$ cat src/rtl/memory_arbiter_pkg.sv
// Shared types for the instruction-fetch / load-store memory arbiter.
package memory_arbiter_pkg;

  typedef enum logic {
    MEM_PORT_IF = 1'b0,
    MEM_PORT_LS = 1'b1
  } mem_port_t;

  typedef struct packed {
    logic      valid;
    mem_port_t port;
    logic      err;
  } mem_resp_t;

  function automatic mem_port_t other_port(input mem_port_t p);
    if (p == MEM_PORT_IF) begin
      return MEM_PORT_LS;
    end else begin
      return MEM_PORT_IF;
    end
  endfunction

endpackage

$ cat src/rtl/round_robin_arbiter_2.sv
// Two-way round-robin arbiter; index 0 is the fetch port, index 1 the load/store port.
module round_robin_arbiter_2
  import memory_arbiter_pkg::*;
(
  input  logic       clk,
  input  logic       rst,
  input  logic [0:1] req,
  input  logic       advance,
  output logic [0:1] grant
);

  mem_port_t last_grant_q;
  mem_port_t last_grant_d;

  // On a tie the port that did not win last time takes the slot.
  always_comb begin
    grant = 2'b00;
    if (rst) begin
      grant = 2'b00;
    end else if (req[0] && req[1]) begin
      if (other_port(last_grant_q) == MEM_PORT_LS) begin
        grant = 2'b01;
      end else begin
        grant = 2'b10;
      end
    end else begin
      grant = req;
    end
  end

  always_comb begin
    last_grant_d = last_grant_q;
    if (advance) begin
      if (grant[1]) begin
        last_grant_d = MEM_PORT_LS;
      end else begin
        last_grant_d = MEM_PORT_IF;
      end
    end else begin
      last_grant_d = last_grant_q;
    end
  end

  always_ff @(posedge clk) begin
    if (rst) begin
      last_grant_q <= MEM_PORT_IF;
    end else begin
      last_grant_q <= last_grant_d;
    end
  end

endmodule

$ cat src/rtl/memory_arbiter.sv
// Shares one byte-writable word memory between the fetch and load/store ports,
// returning each granted access one cycle later on its own port.
module memory_arbiter
  import memory_arbiter_pkg::*;
#(
  parameter  int MEMORY_DEPTH = 32768,
  localparam int ADDR_W       = $clog2(MEMORY_DEPTH)
) (
  input  logic              clk,
  input  logic              rst,
  input  logic              if_req_valid,
  output logic              if_req_ready,
  input  logic [0:31]       if_address,
  output logic              if_resp_valid,
  output logic              if_resp_err,
  output logic [0:31]       if_read_data,
  input  logic              ls_req_valid,
  output logic              ls_req_ready,
  input  logic [0:31]       ls_address,
  input  logic [0:3]        ls_wen,
  input  logic [0:31]       ls_write_data,
  output logic              ls_resp_valid,
  output logic              ls_resp_err,
  output logic [0:31]       ls_read_data,
  output logic [0:ADDR_W-1] mem_address,
  output logic [0:3]        mem_wen,
  output logic [0:31]       mem_write_data,
  input  logic [0:31]       mem_read_data
);

  logic [0:1]        req;
  logic [0:1]        grant;
  logic              grant_any;
  logic              if_oor;
  logic              ls_oor;
  logic [0:ADDR_W-1] if_word;
  logic [0:ADDR_W-1] ls_word;
  logic [0:ADDR_W-1] mem_address_d;
  logic [0:ADDR_W-1] mem_address_q;
  mem_resp_t         resp_d;
  mem_resp_t         resp_q;
  logic              unused_byte_offset;

  assign req       = {if_req_valid, ls_req_valid};
  assign grant_any = grant[0] | grant[1];

  round_robin_arbiter_2 u_rr (
    .clk     (clk),
    .rst     (rst),
    .req     (req),
    .advance (grant_any),
    .grant   (grant)
  );

  assign if_req_ready = grant[0];
  assign ls_req_ready = grant[1];

  // Byte offset bits never reach the memory; lanes come from the write enables.
  assign if_word            = if_address[30-ADDR_W:29];
  assign ls_word            = ls_address[30-ADDR_W:29];
  assign if_oor             = |if_address[0:29-ADDR_W];
  assign ls_oor             = |ls_address[0:29-ADDR_W];
  assign unused_byte_offset = ^{if_address[30:31], ls_address[30:31]};

  always_comb begin
    mem_address_d = mem_address_q;
    mem_wen       = 4'b0000;
    resp_d        = '0;
    if (grant_any) begin
      resp_d.valid = 1'b1;
      if (grant[1]) begin
        mem_address_d = ls_word;
        resp_d.port   = MEM_PORT_LS;
        resp_d.err    = ls_oor;
        if (!ls_oor) begin
          mem_wen = ls_wen;
        end else begin
          mem_wen = 4'b0000;
        end
      end else begin
        mem_address_d = if_word;
        resp_d.port   = MEM_PORT_IF;
        resp_d.err    = if_oor;
      end
    end else begin
      mem_address_d = mem_address_q;
    end
  end

  assign mem_address    = rst ? '0 : mem_address_d;
  assign mem_write_data = ls_write_data;

  always_ff @(posedge clk) begin
    if (rst) begin
      mem_address_q <= '0;
      resp_q        <= '0;
    end else begin
      mem_address_q <= mem_address_d;
      resp_q        <= resp_d;
    end
  end

  // A response whose cycle coincides with reset is suppressed.
  assign if_resp_valid = resp_q.valid && (resp_q.port == MEM_PORT_IF) && !rst;
  assign ls_resp_valid = resp_q.valid && (resp_q.port == MEM_PORT_LS) && !rst;
  assign if_resp_err   = if_resp_valid && resp_q.err;
  assign ls_resp_err   = ls_resp_valid && resp_q.err;
  assign if_read_data  = resp_q.err ? 32'h0000_0000 : mem_read_data;
  assign ls_read_data  = resp_q.err ? 32'h0000_0000 : mem_read_data;

endmodule

$ cat config.mk
export PLATFORM = sky130hd
export DESIGN_NAME = memory_arbiter
export DESIGN_NICKNAME = d
export VERILOG_FILES = /design/src/rtl/memory_arbiter_pkg.sv /design/src/rtl/round_robin_arbiter_2.sv /design/src/rtl/memory_arbiter.sv
export SDC_FILE = /design/constraint.sdc
export NUM_CORES = 1
export LEC_CHECK = 0
export BUFFER_PORTS_ARGS = -buffer_cell sky130_fd_sc_hd__buf_2
export CORE_AREA = 2 2 99 101
export CTS_BUF_LIST = sky130_fd_sc_hd__clkbuf_4 sky130_fd_sc_hd__clkbuf_8
export CTS_CLUSTER_DIAMETER = 60
export DETAILED_ROUTE_END_ITERATION = 8
export DIE_AREA = 0 0 101 103
export SETUP_SLACK_MARGIN = 0.5
export SYNTH_ARGS = -nofsm -noshare
export SYNTH_HDL_FRONTEND = slang
export SYNTH_HIERARCHICAL = 1
export SYNTH_SLANG_ARGS = --single-unit
$ cat constraint.sdc
create_clock -name clk -period 1.8 [get_ports clk]
set_input_delay 0.18 -clock clk [delete_from_list [all_inputs] [get_ports clk]]
set_output_delay 0.18 -clock clk [all_outputs]
set_load 0.01 [all_outputs]
==> out/qor.yml <==
post-place-ws_ns: 0.0321
final-seq-area_um2: 388
mostFrequentLayoutCells: "167 x buf_2, 22 x nor2b_4, 21 x buf_6"
gp_congestion: 0.830
antenna_found_initial: 0
hp-class: "input pin to register"
worstPathArrival_ns: 1.80
clock-sinks: 19
clockBufferDepth: 2
topRoutingLayerUsed: "met4"
peakVddDrop_v: 0.000281
yosysUniqueCellTypes: 21
die_w_um: 101
synth_nets: 335
io_pins: 257
wl_met2_mm: 3.44
die_h_um: 103
grt_remaining_overflow: 0
yosysSeqAreaShare_pct: 22.4
grt_max_degree: 35
post-route-drc-count: 0
row_count: 36
hp-start: "ls_address[29]"
synth_cells: 199
p_leak_nw: 1.55
setup_viol: 19
fillCellCount: 986
rsz0062_at_grt: "true"
multi_input_comb_area_mm2: 0.00102
fin_crit_sh_pct: 110
fin_ws_ns: -0.177
syn_area_per_cell_um2: 8.52
cts_max_level: 1
max_slew_margin_pct: 81.8
crit_path_start_kind: "register"
cp.required_ns: 1.62
drt_iter0_drc: 36
mostFrequentLayoutCell: "buf_2"
fmax_mhz: 506
holdWs_ns: 0.196
finalClockSkew_ns: 0.00352
routed_wl_mm: 6.62
tightest_slew_ns: 0.271
startpoint: "u_rr/last_grant_q"
p_per_area_mw_per_mm2: 498
status: "complete, but fails checks"
grtUsageTotal_pct: 9.65
die_area_mm2: 0.0104
cts_tree: "yes"
port_buffers: 188
dr_total_vias: 1815
hpwl_mm: 5.02
syn_area_mm2: 0.00170
drive_gt1_share_pct: 81.3
hold_violations: 0
power.total_mw: 1.42
cp_max_fo: 16
maxCapViolations: 0
core_mm2: 0.00946
hold_buffers: 0
clk_latency_ns: 0.25
grt_pass1_vias: 1545
violations: "setup timing"
regToRegStartpoint: "u_rr/last_grant_q"
cp-end-kind: "output pin"
maxSlewViolCount: 0
antenna_cells: 0
grt_pass1_wl_mm: 7.78
routed_via_density: 4.08
wl_met3_um: 519
ys_seq_elements: 19
wl_per_cell_um: 14.9
ys_warn_count: 6
dr.pass1.iters: 4
nets: 468
initial_core_util_pct: 17.9
period_needed_ns: 1.98
cts-root-buf: "clkbuf_8"
worstSetupPathType: "register to output pin"
wl_met1_mm: 2.61
cts_buffers: 3
clk_pin_slew_ns: 0.07
syn2layout_area_growth_pct: 67.7
ant_nets: 0
registers in the layout, indices dropped and copies added (netlist names):
| name | flops |
|---|---|
| resp_q | 3 |
| u_rr/last_grant_q | 1 |
| mem_address_q | 15 |
where the power goes:
group	total, mW	internal, mW	switching, mW
logic	0.643	0.352	0.292
clock network	0.312	0.172	0.140
registers	0.461	0.449	0.0115
routing by layer:
layer | GRT usage [%] | vias up
met3 | 2.78 | 6
met2 | 17.8 | 123
met1 | 11.1 | 833
met4 | 2.18 | 0
li1 | - | 853
met5 | 0 | -
worst paths after layout:
check	endpoint	slack, ns	cells past startpoint
setup / recovery	mem_address[4]	-0.18	7
hold / removal	mem_address_q[14]	0.20	3
setup reg to reg	resp_q[0]	0.22	6
hold reg to reg	mem_address_q[8]	0.63	3
synth_stat cells:
library cell,n,area share (%)
clkbuf_1,5,1.1
buf_2,1,0.29
mux2_2,15,10
nor2b_1,34,13
nor4_1,7,2.6
or2b_1,1,0.44
inv_1,1,0.22
and3b_1,2,1.0
mux2i_1,15,8.9
nor3b_1,2,0.89
buf_6,3,2.0
o22ai_1,1,0.37
a21bo_2,1,0.59
and4_1,1,0.52
buf_4,64,28
dfxtp_1,19,22
and2_1,6,2.2
nor4b_2,1,0.89
nand4_1,1,0.37
nand2b_1,1,0.37
nor2_1,18,4.0
what timing repair did:
item / in CTS / in global routing
buffers inserted: 4 / 0
cloned: 0 / 3
pin swaps: 4 / 5
gates resized for setup: 21 / 78
setup endpoints to repair: 105 / 96
cell type report:
cell class                      count  share of cell area, %
Multi-Input combinational cell    106                   35.9
Inverter                            1                  0.132
Tap cell                          114                   5.02
Sequential cell                    19                   13.6
Timing Repair Buffer              201                   43.6
Clock buffer                        4                   1.72
worst max-delay path, cell delays in order (launching register included):
cell and delay (ns):
dfxtp_2 0.33, nor2b_1 0.05, nor3b_2 0.26, buf_12 0.19, mux2_2 0.34, mux2i_1 0.15
nor2_1 0.07, buf_2 0.14
per-stage QoR:
step | TNS (ns) | area, um^2 | util (%) | std cells
4_1_cts | -3.27 | 2490 | 26.4 | 442
2_1_floorplan | 0 | 1720 | - | 199
3_3_place_gp | 0 | 2320 | 24.6 | 434
5_1_grt | -5.15 | 2840 | 30.1 | 445
3_5_place_dp | 0 | 2320 | 24.6 | 434
6_report | -2.79 | 2840 | 30.1 | 445
kinds of logic (layout without fill, tap and decap cells):
logic type      Yosys count  in the layout  share of synthesized area [%]
buf+inv                  74            206                           32.0
simple gates             74             74                           25.8
flops                    19             19                           22.4
mux                      30             30                           18.8
compound gates            2              2                          0.960
No activity file was read; power rests on OpenSTA's default activity.
